===== src/rtl/echo_qualify_fifo_pkg.sv =====
// Shared definitions for the echo qualification block and the packet assembler.
// Holds the status codes and the packet field layout, so that both ends of the
// result FIFO decode a word the same way.
//   Packet word, MSB to LSB: {angle, status[1:0], tof, width}
package echo_qualify_fifo_pkg;

  localparam int STATUS_W = 2;

  typedef enum logic [STATUS_W-1:0] {
    ST_OK     = 2'd0,
    ST_NOECHO = 2'd1,
    ST_WIDTH  = 2'd2,
    ST_RANGE  = 2'd3
  } status_e;

  // Field offsets are functions of the data width so that a non-default
  // DATA_W still decodes correctly on the assembler side.
  function automatic int pkt_width_lsb();
    return 0;
  endfunction

  function automatic int pkt_tof_lsb(input int data_w);
    return data_w;
  endfunction

  function automatic int pkt_status_lsb(input int data_w);
    return 2 * data_w;
  endfunction

  function automatic int pkt_angle_lsb(input int data_w);
    return 2 * data_w + STATUS_W;
  endfunction

  function automatic int pkt_w(input int data_w, input int angle_w);
    return angle_w + STATUS_W + 2 * data_w;
  endfunction

endpackage


===== src/rtl/echo_qualify_fifo_sync_fifo_fwft.sv =====
// First-word-fall-through synchronous FIFO.
// rd_data always shows the head word (zero while empty). A read is a pop of
// the head and is ignored when empty; a write while full is accepted only
// when a pop happens in the same cycle. No write-to-read bypass.
// Ports:
//   clk, rst_n          clock, async active-low reset
//   wr_en, wr_data      write request and data
//   rd_en, rd_data      pop request and head word
//   full, empty, count  occupancy status (count is 0..DEPTH)
module sync_fifo_fwft #(
  parameter int WIDTH = 8,
  parameter int DEPTH = 16
) (
  input  logic                     clk,
  input  logic                     rst_n,
  input  logic                     wr_en,
  input  logic [WIDTH-1:0]         wr_data,
  input  logic                     rd_en,
  output logic [WIDTH-1:0]         rd_data,
  output logic                     full,
  output logic                     empty,
  output logic [$clog2(DEPTH):0]   count
);

  localparam int AW = $clog2(DEPTH);

  logic [WIDTH-1:0] mem [DEPTH];
  logic [AW-1:0]    wr_ptr;
  logic [AW-1:0]    rd_ptr;
  logic             do_wr;
  logic             do_rd;

  assign empty = (count == '0);
  assign full  = (count == (AW+1)'(DEPTH));
  assign do_rd = rd_en & ~empty;
  assign do_wr = wr_en & (~full | do_rd);

  // Gating keeps the output at zero after reset without resetting the array.
  assign rd_data = empty ? '0 : mem[rd_ptr];

  always_ff @(posedge clk) begin
    if (do_wr) mem[wr_ptr] <= wr_data;
  end

  always_ff @(posedge clk or negedge rst_n) begin
    if (!rst_n) begin
      wr_ptr <= '0;
      rd_ptr <= '0;
      count  <= '0;
    end else begin
      if (do_wr) wr_ptr <= wr_ptr + 1'b1;
      if (do_rd) rd_ptr <= rd_ptr + 1'b1;
      case ({do_wr, do_rd})
        2'b10:   count <= count + 1'b1;
        2'b01:   count <= count - 1'b1;
        default: count <= count;
      endcase
    end
  end

endmodule


===== src/rtl/echo_qualify_fifo.sv =====
// Per-shot echo qualification with angle tagging and a result FIFO.
// Takes one {rise, fall} pair per laser shot, computes width and
// offset-corrected time of flight, classifies the shot, tags it with the
// angle index counted from the motor zero mark and queues the result word.
// Ports:
//   i_clk, i_rst_n                     clock, async active-low reset
//   i_rise_data, i_fall_data           shot timestamps (0 = no echo)
//   i_data_valid                       one-cycle shot strobe
//   i_zero_sign                        motor zero-mark level
//   i_tdc_offset, i_width_min/max      quasi-static configuration
//   o_pkt_data, o_pkt_valid, i_pkt_ready   FWFT result stream
//   o_overflow, o_drop_cnt             drop reporting
module echo_qualify_fifo
  import echo_qualify_fifo_pkg::*;
#(
  parameter int DATA_W     = 16,
  parameter int ANGLE_W    = 12,
  parameter int FIFO_DEPTH = 16,
  parameter int RANGE_MAX  = 2000
) (
  input  logic                              i_clk,
  input  logic                              i_rst_n,
  input  logic [DATA_W-1:0]                 i_rise_data,
  input  logic [DATA_W-1:0]                 i_fall_data,
  input  logic                              i_data_valid,
  input  logic                              i_zero_sign,
  input  logic [DATA_W-1:0]                 i_tdc_offset,
  input  logic [DATA_W-1:0]                 i_width_min,
  input  logic [DATA_W-1:0]                 i_width_max,
  output logic [ANGLE_W+2+2*DATA_W-1:0]     o_pkt_data,
  output logic                              o_pkt_valid,
  input  logic                              i_pkt_ready,
  output logic                              o_overflow,
  output logic [15:0]                       o_drop_cnt
);

  localparam int PKT_W = pkt_w(DATA_W, ANGLE_W);

  // Zero-mark edge and angle counter
  logic               zero_q;
  logic               zero_edge;
  logic [ANGLE_W-1:0] angle_cnt;

  assign zero_edge = i_zero_sign & ~zero_q;

  always_ff @(posedge i_clk or negedge i_rst_n) begin
    if (!i_rst_n) begin
      zero_q    <= 1'b0;
      angle_cnt <= '0;
    end else begin
      zero_q <= i_zero_sign;
      // A strobe coinciding with the edge takes angle 0, so the counter lands on 1.
      if (zero_edge)
        angle_cnt <= i_data_valid ? ANGLE_W'(1) : '0;
      else if (i_data_valid && (angle_cnt != '1))
        angle_cnt <= angle_cnt + 1'b1;
    end
  end

  // Stage 1: capture the shot and the comparisons that do not need config
  logic               s1_valid;
  logic [DATA_W-1:0]  s1_rise;
  logic [DATA_W-1:0]  s1_fall;
  logic [ANGLE_W-1:0] s1_angle;
  logic               s1_noecho;
  logic               s1_range;
  logic               s1_fall_gt;

  always_ff @(posedge i_clk or negedge i_rst_n) begin
    if (!i_rst_n) begin
      s1_valid   <= 1'b0;
      s1_rise    <= '0;
      s1_fall    <= '0;
      s1_angle   <= '0;
      s1_noecho  <= 1'b0;
      s1_range   <= 1'b0;
      s1_fall_gt <= 1'b0;
    end else begin
      s1_valid <= i_data_valid;
      if (i_data_valid) begin
        s1_rise    <= i_rise_data;
        s1_fall    <= i_fall_data;
        s1_angle   <= zero_edge ? '0 : angle_cnt;
        s1_noecho  <= (i_rise_data == '0);
        s1_range   <= (i_rise_data > DATA_W'(RANGE_MAX));
        s1_fall_gt <= (i_fall_data > i_rise_data);
      end
    end
  end

  // Stage 2: field computation, config sampled here
  logic [DATA_W-1:0] width_c;
  logic [DATA_W-1:0] tof_c;
  status_e           status_c;

  always_comb begin
    width_c  = s1_fall_gt ? (s1_fall - s1_rise) : '0;
    tof_c    = (s1_rise > i_tdc_offset) ? (s1_rise - i_tdc_offset) : '0;
    status_c = ST_OK;
    if (s1_noecho) begin
      status_c = ST_NOECHO;
      width_c  = '0;
      tof_c    = '0;
    end else if (s1_range) begin
      status_c = ST_RANGE;
    end else if (!s1_fall_gt || (width_c < i_width_min) || (width_c > i_width_max)) begin
      status_c = ST_WIDTH;
    end
  end

  logic             s2_valid;
  logic [PKT_W-1:0] s2_word;

  always_ff @(posedge i_clk or negedge i_rst_n) begin
    if (!i_rst_n) begin
      s2_valid <= 1'b0;
      s2_word  <= '0;
    end else begin
      s2_valid <= s1_valid;
      if (s1_valid) s2_word <= {s1_angle, status_c, tof_c, width_c};
    end
  end

  // Result FIFO and drop accounting
  logic                        fifo_full;
  logic                        fifo_empty;
  logic [$clog2(FIFO_DEPTH):0] fifo_count;
  logic                        pop;
  logic                        drop;

  assign pop         = i_pkt_ready & ~fifo_empty;
  assign drop        = s2_valid & fifo_full & ~pop;
  assign o_pkt_valid = (fifo_count != '0);

  sync_fifo_fwft #(
    .WIDTH (PKT_W),
    .DEPTH (FIFO_DEPTH)
  ) u_fifo (
    .clk     (i_clk),
    .rst_n   (i_rst_n),
    .wr_en   (s2_valid),
    .wr_data (s2_word),
    .rd_en   (i_pkt_ready),
    .rd_data (o_pkt_data),
    .full    (fifo_full),
    .empty   (fifo_empty),
    .count   (fifo_count)
  );

  always_ff @(posedge i_clk or negedge i_rst_n) begin
    if (!i_rst_n) begin
      o_overflow <= 1'b0;
      o_drop_cnt <= '0;
    end else begin
      if (drop && (o_drop_cnt != 16'hFFFF)) o_drop_cnt <= o_drop_cnt + 16'd1;
      // A drop in the same cycle as the zero edge keeps the flag set.
      if (drop)           o_overflow <= 1'b1;
      else if (zero_edge) o_overflow <= 1'b0;
    end
  end

endmodule


===== config.mk =====
export PLATFORM = sky130hd
export DESIGN_NAME = echo_qualify_fifo
export DESIGN_NICKNAME = d
export VERILOG_FILES = /design/src/rtl/echo_qualify_fifo_pkg.sv /design/src/rtl/echo_qualify_fifo_sync_fifo_fwft.sv /design/src/rtl/echo_qualify_fifo.sv
export SDC_FILE = /design/constraint.sdc
export NUM_CORES = 1
export LEC_CHECK = 0
export BUFFER_PORTS_ARGS = -buffer_cell sky130_fd_sc_hd__buf_2
export CAP_MARGIN = 15
export CORE_MARGIN = 5
export CORE_UTILIZATION = 43
export CTS_CLUSTER_DIAMETER = 40
export DETAILED_ROUTE_END_ITERATION = 8
export GPL_TIMING_DRIVEN = 0
export PLACE_DENSITY = 0.65
export SLEW_MARGIN = 25
export SYNTH_ARGS = -nofsm -noshare
export SYNTH_HDL_FRONTEND = slang
export SYNTH_SLANG_ARGS = --single-unit

===== constraint.sdc =====
create_clock -name i_clk -period 6.85 [get_ports i_clk]
set_clock_uncertainty 0.1 [all_clocks]
set_input_delay 1.0275 -clock i_clk [delete_from_list [all_inputs] [get_ports i_clk]]
set_output_delay 1.0275 -clock i_clk [all_outputs]
set_load 0.02 [all_outputs]

# Word level (Yosys, flattened, before mapping)
# Memory sizes are Yosys's and may differ from the RTL's.
# Cells that the tools add are included.
# word_totals
latch_bits	0
reg_bits	138
n_memories	1
mem_bits_ro	0
ramBits	736
out_inout_bits	64
input_bits	85
word_cells	73
# mem_list
name	depth	word_bits	read_ports	rd_clocked_by_memory_dff	wr	line	rtl
u_fifo.mem	16	46	1	0	1	echo_qualify_fifo_sync_fifo_fwft.sv:27	logic [WIDTH-1:0] mem [DEPTH];
# op_classes
reduce_logical	11
multipliers	0
n_addsub	8
shift	0
div	0
mux	17
n_eq_ne	5
bitwise	10
order_cmp	5
# ops
cell	n
2-to-1 mux 16 bit	4
> comparator 16 bit	3
2-to-1 mux 46 bit	1
2-to-1 mux 12 bit	3
subtractor 16 bit	2
adder 16 x 1 -> 16 bit (second input constant)	1
> comparator 16 x 11 -> 1 bit (second input constant)	1
logical NOT 16 bit	1
less-than comparator 16 bit	1
inequality test 16 bit (second input constant)	1
adder 12 x 1 -> 12 bit (second input constant)	1
inequality test 12 bit (second input constant)	1
one-hot mux 5 bit (2 select lines)	1
adder 4 x 1 -> 4 bit (second input constant)	2
2-to-1 mux 2 bit	3
nonzero test 2 bit	3
adder 5 x 1 -> 5 bit (second input constant)	1
AND 1 bit	5
== test 5 bit (second input constant)	1
logical NOT 5 bit	1
2-to-1 mux 1 bit	5
nonzero test 5 bit	1
subtractor 5 x 1 -> 5 bit (second input constant)	1
NOT 1 bit	4
6 further kinds	8

# Longest topological paths before layout
# Gate-level depths: netlist (run 1).
# depth
ltp_word	8
ltp_mapped	16
ltp_nobuf	16

# Modules after synthesis
# A second synthesis (run 1) with hierarchy kept.
# unflattened
hier_cells	2089
hier_area_um2	36877.9
# modules_own_cells
mod	n_inst	cells_per_inst	area_per_inst_um2	seq_area_each_um2
sync_fifo_fwft	1	1273	29102.9	22426.5
echo_qualify_fifo	1	816	7775.0	3128.0

# Worst setup path after synthesis (run 1)
# No wires, ideal clock.
# synth_timing
kind	register to register
startpoint	register s1_rise[0]
endpoint	register s2_word[33]
required_ps	6628
arrival_ps	3279
stages_incl_launch_ff	15
n_path_buf	0
setup_time_ps	122
synth_period_minus_slack_ps	3501
path_slack_ps	3349
path_cell_list	dfrtp_1 -> ha_1 -> fa_1 -> nand2b_1 -> a21o_1 -> a21o_1 -> a211o_1 -> and3b_1 -> nor3_1 -> ha_1 -> a21o_1 -> a211oi_1 -> o21ai_0 -> a211o_1 -> a32o_1
# synth_between
elab_chain_len	8
elab_cells_between_ends	9
cone_classes	1 x add/sub; 2 x order compare; 4 x mux; 2 x reduce/logical
# synth_rtl
element	line	rtl
start, declared	echo_qualify_fifo.sv:62	logic [DATA_W-1:0] s1_rise;
start signal, assigned	echo_qualify_fifo.sv:81	s1_rise <= i_rise_data;
subtractor 16 bit (*)	echo_qualify_fifo.sv:97	width_c = s1_fall_gt ? (s1_fall - s1_rise) : '0;
2-to-1 mux 16 bit (*)	echo_qualify_fifo.sv:97	
less-than comparator 16 bit	echo_qualify_fifo.sv:106	end else if (!s1_fall_gt || (width_c < i_width_min) || (width_c > i_width_max)) begin
logical OR 1 bit	echo_qualify_fifo.sv:106	
logical OR 1 bit (*)	echo_qualify_fifo.sv:106	
2-to-1 mux 2 bit (*)	echo_qualify_fifo.sv:106	
2-to-1 mux 2 bit (*)	echo_qualify_fifo.sv:104	end else if (s1_range) begin
2-to-1 mux 2 bit (*)	echo_qualify_fifo.sv:100	if (s1_noecho) begin
end signal, assigned	echo_qualify_fifo.sv:120	if (s1_valid) s2_word <= {s1_angle, status_c, tof_c, width_c};
end, declared	echo_qualify_fifo.sv:112	logic [PKT_W-1:0] s2_word;
# Mark *: on every way between the ends. The rest lies on a longest branch, timed or not.
# A chain may end at the register's enable or synchronous reset.

# Worst setup path in the final report (run 1)
# layout_timing
startpoint	register u_fifo.rd_ptr[1]
endpoint	output o_pkt_data[41]
# layout_between
elab_chain_len	2
# layout_rtl
element	line	rtl
start, declared	echo_qualify_fifo_sync_fifo_fwft.sv:29	logic [AW-1:0] rd_ptr;
start signal, assigned	echo_qualify_fifo_sync_fifo_fwft.sv:52	if (do_rd) rd_ptr <= rd_ptr + 1'b1;
memory (16 x 46 bit)	-	
2-to-1 mux 46 bit	echo_qualify_fifo_sync_fifo_fwft.sv:39	assign rd_data = empty ? '0 : mem[rd_ptr];
end, declared	echo_qualify_fifo.sv:30	output logic [ANGLE_W+2+2*DATA_W-1:0] o_pkt_data,
# Every way passes these cells.

==> flow_results.org, run 1 <==
** Status
- The flow ran to the end, and the final reports show no timing, DRC or antenna violations.

** Clock tree
- In this run the clock root is driven by a clkbuf_16.
- Buffer depth of the longest clock path :: 3
- Hold buffer count at cts :: 0
- CTS built an H-tree with a depth of 3.
- After clock tree synthesis, the clock-pin slew on the worst setup and hold paths is approximately 60 ps.
- For this design, the sink count on the clock tree is ~870.
- Post-CTS setup buffers :: 0
- The later pin in the worst-skew pair is clocked with a latency of 660 ps.
- TritonCTS buffer count :: approximately 100
- Clock tree from TritonCTS :: built
- Count of cells resized by post-cts repair :: 0

** Layout
- The area growth from synthesis to layout is 17.0%.
- Count of filler cells inserted in the layout :: approximately 6,600
- Fraction of final layout cells with drive strength greater than 1 :: 0.275
- Net count reported at finish :: 2,425
- Leaving out filler cells and counting taps, the final layout contains 3,471.
- Core occupancy in the finished layout :: 0.509

** Routing
- For this run, design rule violations remaining after detail routing come to 0.
- Avg WL per Cell :: roughly 26 um
- Number of DRC markers after the initial detailed-route iteration :: around 1,900
- The routed layout has 19,656 vias.
- The first detailed-routing pass ran for 6 iterations.
- Once detail routing completed, the nets flagged for antenna violations numbered 0.
- Detailed-route vias per instance :: 5.66
- Wires add up to between 80,000 and 90,000 um.

** Yosys
- Portion of synthesized cell area occupied by the leading cell type :: 0.605
- Of all flip-flops after synthesis, the portion carrying an async set or reset was 0.158.
- Number of distinct standard cells referenced by the synthesized netlist :: 60
- Syn Nets :: 2,153
- Most common flop cell mapped by yosys :: edfxtp_1
- Cell count after synthesis :: slightly below 2,000
- Summing every instance area after synthesis gives between 30,000 and 40,000 um^2.
- The synthesized design contains 874 register bits.
- In the post-synthesis netlist, the biggest area contributors are edfxtp_1 61%, mux4_2 14%, dfrtp_1 9.5%, ha_1 3.0%, and2_1 1.2%.
- Most instantiated library cell after synthesis :: edfxtp_1
- In the synthesized netlist, the cells that appear most often are 736 x edfxtp_1, 230 x mux4_2, 138 x dfrtp_1.
- Yosys top cell by area :: edfxtp_1
- Average size of a mapped cell :: 18.5 um^2
- Proportion of synthesized chip area in sequential cells :: 0.700
- During synthesis, Yosys emitted a total of 0 warnings.
- Counting flops with a built-in enable in the synthesized netlist gives 736.

** Die
- The floorplan step set the die height to 301 um.
- The die covers 90,900 um^2.
- The initialized floorplan defines approximately 110 standard-cell rows.
- I/O pin count :: 149
- Core area :: 84,000 um^2
- Horizontal extent of the die :: 301 um
- Starting utilization of the core area :: 0.435

** Timing
- Setup repair after global routing left no endpoint under its margin.
- The total count of hold-check failures in the final report is 0.
- Hold timing on the final database bottoms out at a slack of 273 ps.
- Share of the clock period used by the worst path after layout :: 0.750
- Final worst path period need :: 5140 ps
- Setup total negative slack on the finished layout was measured at 0 ps.
- At the pin with the least slew margin, the transition time is 1010 ps.
- Headroom to the max-slew limit :: 0.329
- Final Setup Violations :: 0
- Peak Freq :: 195 MHz
- The final number of max-transition violations came to 0.

** Setup path
- For the worst setup path, the data required time is 5720 ps.
- Critical path endpoint category :: output pin
- STA classifies the critical path startpoint as a register.
- Data arrival at the endpoint of the critical path :: 4010 ps
- In this run the worst path has a maximum fanout of 10.
- The worst setup path is of the reg -> out kind.

** Placed design
- Routability-driven placement finished with a final weighted congestion of 0.906.
- During placement, the flow inserted port buffers numbering 148.
- Once detailed placement completed, the half-perimeter wirelength came to 57,800 um.
- Including well taps, the total number of placed cells is 3,276.

** GRT
- The initial antenna violation count was 2.
- Global-route wire length before repair :: 134,000 um
- Across every metal layer, demand over resource in global routing totals 0.198.
- The via count of the first global-routing pass was approximately 21,000.
- Entering global routing, the biggest net connects 92 pins.
- Gr ovfl total :: 0

** Flow run
- Max-capacitance violation count :: 0

** Pwr
- Worst IR drop on VDD :: 0.000216 V
- Leakage dissipation :: 15.3 nW
- Power density over cell area :: 416 nW/um^2

** Hold path
- The path class of the tightest hold or removal check is in -> async.
-- worst paths after layout --
check / cells after the start / end / slack, ps / from
worst min-delay path: 2 / o_drop_cnt[15] / 270 / i_rst_n
worst min register to register: 1 / s1_angle[9] / 390 / s1_angle[9]
worst max-delay path: 7 / o_pkt_data[41] / 1710 / u_fifo.rd_ptr[1]
worst max register to register: 14 / s2_word[33] / 2450 / s1_rise[0]
max in group asynchronous: 3 / s2_word[21] / 5730 / i_rst_n
min in group i_clk: 1 / s1_angle[9] / 390 / s1_angle[9]
-- sequential cells by signal, summed over array words and instances (netlist names) --
signal,count
angle_cnt,12
o_drop_cnt,16
o_overflow,1
s1_angle,12
s1_fall,16
s1_fall_gt,1
s1_noecho,1
s1_range,1
s1_rise,16
s1_valid,1
s2_valid,1
s2_word,46
u_fifo.count,5
u_fifo.mem,736
u_fifo.rd_ptr,4
u_fifo.wr_ptr,4
zero_q,1
-- through the flow --
stage                     area [um^2]  total power, mW  setup WS [ps]
after floorplan                 36500             10.4           3350
after global placement          38700             12.2           1660
after detailed placement        39100             12.4           2350
after CTS                       42700             18.0           1630
after global routing            42700             18.6           1550
final                           42700             17.8           1710
-- area by class of cell --
| class | count | area [um^2] | area share |
|---|---|---|---|
| antenna | 2 | 5.00 | 0.000117 |
| buffer | 81 | 408 | 0.00954 |
| clock buffer | 118 | 2700 | 0.0631 |
| clock inverter | 75 | 902 | 0.0211 |
| inverter | 105 | 394 | 0.00922 |
| multi-input combinational | 916 | 10200 | 0.239 |
| sequential | 874 | 25600 | 0.598 |
| tap | 1134 | 1420 | 0.0332 |
| timing repair buffer | 166 | 1160 | 0.0271 |
-- placed cells by master, fill, tap and decap left out, drive strengths merged, types with 27 or more instances in the layout --
master,Yosys,layout
and2,69,69
nor2,41,41
mux2,28,28
o21ai,48,48
inv,105,122
nand3,27,27
nand2,69,69
edfxtp,736,736
mux4,230,230
clkinv,0,34
ha,89,89
buf,43,208
o2bb2ai,27,27
clkbuf,38,157
dfrtp,138,138
xnor2,40,40
a21oi,47,47
-- kinds of logic (layout without fill, tap and decap cells) --
logic type	Yosys count	count (layout)	share of synthesized area
DFF	874	874	0.700
adders and majority gates	92	92	0.0321
muxes	260	260	0.151
other	0	2	0
and+or+nand+nor	303	303	0.0438
AOI/OAI and AO/OA	204	204	0.0377
xor gates and xnor gates	57	57	0.0137
buffers and inverters	186	545	0.0219
-- power breakdown --
part / internal, mW / switching (mW)
logic: 2.32 / 2.88
registers: 6.53 / 0.415
clock network: 3.40 / 2.23
total: 12.3 / 5.53
-- routing by layer --
| layer | share of wire | global-route usage | vias up |
|---|---|---|---|
| met4 | 0.023 | 0.0550 | 0 |
| met2 | 0.49 | 0.329 | 803 |
| met3 | 0.073 | 0.0315 | 120 |
| li1 | - | - | 8451 |
| met1 | 0.41 | 0.275 | 10282 |
| met5 | 0 | 0 | - |
-- worst max-delay path: stages (launching register included) --
cell      delay [ps]
dfrtp_1          350
clkbuf_1         290
clkbuf_1         640
clkbuf_1         800
mux4_2           400
mux4_2           520
and2_1           200
buf_2            160
Power figures use the tool's default switching activity.
==> run 2, diff against run 1 <==
- ABC_AREA: unset -> 1
- PLACE_DENSITY: 0.65 -> 0.67
- clock period: 6.85 -> 4.6 ns (I/O delays scaled with it)
==> run 2 against run 1 <==
  * Power up 64%
  * Die area rose by 2.4%
  * Via count is 37% higher
  * Combinational power grew 91%
  * Non-clock buffer count up 123
  * Flip-flop and latch count unchanged
  * First-iteration DRC count is 87% higher
  * Setup slack got worse by 1600 ps
  * Worst hold slack got worse by 220 ps
  * Critical path type unchanged
==> flow_results.org, run 2 <==
** Status
- Outcome :: completed

** Flow run
- Max-capacitance violation count :: 0 (unchanged)

** Clock tree
- Depth of the CTS H-tree :: 3 (unchanged)
- CTS root buf :: clkbuf_16
- The CTS buffer count is 112 (+7.7%).
- The maximum number of buffers from clock root to sink came to 3 (unchanged).
- Clock tree from TritonCTS :: built
- Post-CTS setup buffers :: 0 (unchanged)
- The number of buffers added to fix hold violations after cts came to 1 (+1).
- Count of cells resized by post-cts repair :: 0 (unchanged)
- The clock transition at the register clock pins on the worst setup and hold paths after CTS came to 60 ps (about the same).
- The source-to-sink clock delay at the later pin of the worst-skew pair came to 670 ps (about the same).
- Clock Sinks :: 874 (unchanged)

** Yosys
- Most common flop cell mapped by yosys :: edfxtp_1
- Flip-flop and latch count after synthesis :: 874 (unchanged)
- The sequential area share after synthesis was 0.683 (-0.0170).
- Portion of synthesized cell area occupied by the leading cell type :: 0.591 (-0.0147)
- Yosys instantiated no cell more often than edfxtp_1.
- The synthesized area divided by synthesized cell count was 11.7 um^2 (-36%).
- Post-synthesis async set-or-reset flop share :: 0.158 (unchanged)
- The total standard cell area after synthesis is 37,400 um^2 (+2.5%).
- Number of flops mapped to enable cells by yosys :: 736 (unchanged)
- Summed over all instances, the cell type with the most area after synthesis is edfxtp_1.
- The number of standard cells after synthesis was 3,189 (+61%).
- Ranked by instance count, the synthesized netlist is headed by 736 x edfxtp_1, 497 x nor2_1, 418 x o21ai_0.
- By area the synthesized netlist is led by edfxtp_1 59%, dfrtp_1 9.2%, o21ai_0 5.6%, nor2_1 5.0%, nand2_1 3.7%.
- The total number of yosys warnings came to 0 (unchanged).
- Number of distinct standard cells referenced by the synthesized netlist :: 50 (-17%)
- The net count after synthesis is 3,366 (+56%).

** Die
- The core region area came to 86,600 um^2 (+3.2%).
- The area of the die is 93,000 um^2 (+2.4%).
- Die Span Y :: 305 um (+1.2%)
- The top-level I/O count came to 149 (unchanged).
- The standard-cell row count came to 108 (+1.9%).
- Starting utilization of the core area :: 0.432 (-0.00290)
- The width of the die came to 305 um (+1.2%).

** Routing
- Avg WL per Cell :: 23.9 um (-6.5%)
- The via count normalized by instance count is 5.68 (+0.32%).
- Number of antenna-violating nets in the routed design :: 0 (unchanged)
- The number of violations reported at the end of detailed-routing iteration 0 is 3,461 (+87%).
- 1st-pass router iterations :: 7 (+1)
- The post-route DRC violation count was 0 (unchanged).
- The wire length reported by the detailed router is 114,000 um (+28%).
- The total vias in the final route was 26,995 (+37%).

** Layout
- The flip-flop count of the largest register after layout came to 736 (unchanged).
- The largest registers in the layout are u_fifo.mem x736, s2_word x46.
- The count of antenna diodes in the layout was 0 (-2).
- Commonest cells after routing, fill and taps aside :: 736 x edfxtp_1, 481 x nor2_1, 418 x o21ai_0
- Ranked by flip-flop count, first place goes to u_fifo.mem.
- The post-layout net count came to 3,675 (+52%).
- The library cell used most frequently in the layout, excluding fill and tap cells, is edfxtp_1.
- Core occupancy in the finished layout :: 0.517 (+0.00829)
- Synth-to-Final Area Change :: 19.7%
- The share of layout cells above drive strength 1 came to 0.135 (-0.140).
- Count of filler cells inserted in the layout :: 7,323 (+10%)

** Timing
- Share of the clock period used by the worst path after layout :: 0.977
- The total count of hold-check failures in the final report was 0 (unchanged).
- The actual transition at the worst max-transition pin was 1130 ps (+126 ps).
- The number of failing setup endpoints in the final timing report was 0 (unchanged).
- RSZ-0062 raised after global routing :: no
- The headroom to the max-slew limit came to 0.245 (-0.0838).
- Final count of pins violating max slew :: 0 (unchanged)
- Final worst path period need :: 4490 ps
- Static timing analysis puts the maximum clock frequency at 223 MHz.
- The worst hold slack was 52.6 ps (-220 ps).
- Worst path setup slack after routing :: 108 ps (-1600 ps)

** Placed design
- The total of buffers placed on input and output ports was 148 (unchanged).
- The routability congestion estimate came to 0.906 (about the same).
- The pre-CTS setup slack was 975 ps (-1370 ps).
- Post-DP HPWL :: 78,800 um (+36%)

** Setup path
- The endpoint arrival time on the critical path is 3700 ps (-310 ps).
- Worst endpoint required time :: 3810 ps (-1910 ps)
- The largest individual stage delay along the critical path comes from the cell clkbuf_1.
- Critical path endpoint category :: output pin
- The largest incremental delay on the critical path came to 860 ps (+60 ps).
- The number of cell instances on the worst register-to-register path is 19 (+5).
- Broken down by cell family, the worst path's largest delay share belongs to buffers and inverters.
- The sum of buffers and inverters on the critical path was 5 (+1).
- Chain of cells forming the critical path :: clkbuf_1, inv_2, buf_2, clkbuf_1, nand3_1, a21oi_1, buf_2
- Crit path launch type :: register
- The worst register-to-register path begins at s1_rise[2].
- CP max FO :: 10 (unchanged)
- FF-to-FF setup slack :: 1190 ps (-1260 ps)
- The setup path with the least slack is of type reg -> out.
- The endpoint identified for the worst register-to-register timing path is s2_word[33].

** Pwr
- The leakage power is 16.7 nW (+9.8%).
- The peak supply drop is 0.000358 V (+66%).
- The power per cell area came to 651 nW/um^2 (+56%).
- Final Power :: 29.2 mW (+64%)

** GRT
- Number of global-route vias before repair :: 26,676 (+29%)
- Overall track demand over capacity in global routing :: 0.237 (+0.0394)
- The initial antenna violation count came to 5 (+3).
- Maximum number of pins on one net before global-route repair :: 83 (-9.8%)
- The wire length of the first global-routing pass is 167,000 um (+25%).
- Gr ovfl total :: 0 (unchanged)

** Hold path
- HP Class :: in -> reg
- Hold Crit Depth :: 1
- Destination of the worst hold path :: zero_q
- In this run the most critical hold path is launched from i_zero_sign.
-- run 2: cell count changes after synthesis, moves of 97 or more --
cell | previous run | this run
o21ai_0 | 48 | 418
mux4_2 | 230 | 0
o221ai_1 | 0 | 142
nor2_1 | 41 | 497
nand2_1 | 69 | 367
nand3_1 | 27 | 124
-- run 2: stage by stage --
step | TNS [ps] | cell area, um^2 | cells
2_1_floorplan | 0 | 37400 | 3189
3_3_place_gp | -1129360 | 39600 | 4492
3_5_place_dp | 0 | 40900 | 4538
4_1_cts | 0 | 44800 | 4752
5_1_grt | 0 | 44800 | 4752
6_report | 0 | 44800 | 4752
-- run 2: where the power goes --
group | switching, mW | internal [mW] | leakage [nW]
logic | 7.20 | 2.73 | 6.38
registers | 0.598 | 9.67 | 8.50
clock network | 3.58 | 5.38 | 1.87
-- run 2: how the worst max path moves through the flow --
stage	startpoint	end	slack, ps	cells after the start
2_1_floorplan	i_pkt_ready	u_fifo.mem[11][0]	930	6
5_1_grt	u_fifo.rd_ptr[3]	o_pkt_data[28]	100	7
3_5_place_dp	u_fifo.rd_ptr[3]	o_pkt_data[37]	970	7
6_report	u_fifo.rd_ptr[3]	o_pkt_data[28]	110	7
3_3_place_gp	i_pkt_ready	u_fifo.mem[7][2]	-1760	7
4_1_cts	u_fifo.rd_ptr[3]	o_pkt_data[37]	240	7
-- run 2: final cells by class --
class | count | area [um^2] | share of cell area
clock inverters | 82 | 930 | 0.0207
plain buffers | 175 | 792 | 0.0177
repair buffers | 195 | 1930 | 0.0432
clock buffers | 131 | 2960 | 0.0660
flip-flops and latches | 874 | 25600 | 0.570
multi-input cells | 1957 | 10500 | 0.235
inverters | 183 | 688 | 0.0154
well taps | 1155 | 1450 | 0.0322
-- run 2: logic make-up after synthesis --
| group | Yosys count | share of synthesized area |
|---|---|---|
| compound gates | 780 | 0.123 |
| xor+xnor | 40 | 0.00936 |
| fa+ha+maj | 92 | 0.0314 |
| buf+inv | 358 | 0.0395 |
| flops | 874 | 0.683 |
| simple gates | 1045 | 0.114 |
-- run 2: routing by layer --
metal | part of all wire | up-vias | global-route usage
met5 | 0.00011 | - | 0
met4 | 0.040 | 2 | 0.0930
met3 | 0.11 | 301 | 0.0497
met2 | 0.47 | 1532 | 0.387
met1 | 0.38 | 12985 | 0.314
li1 | - | 12175 | -
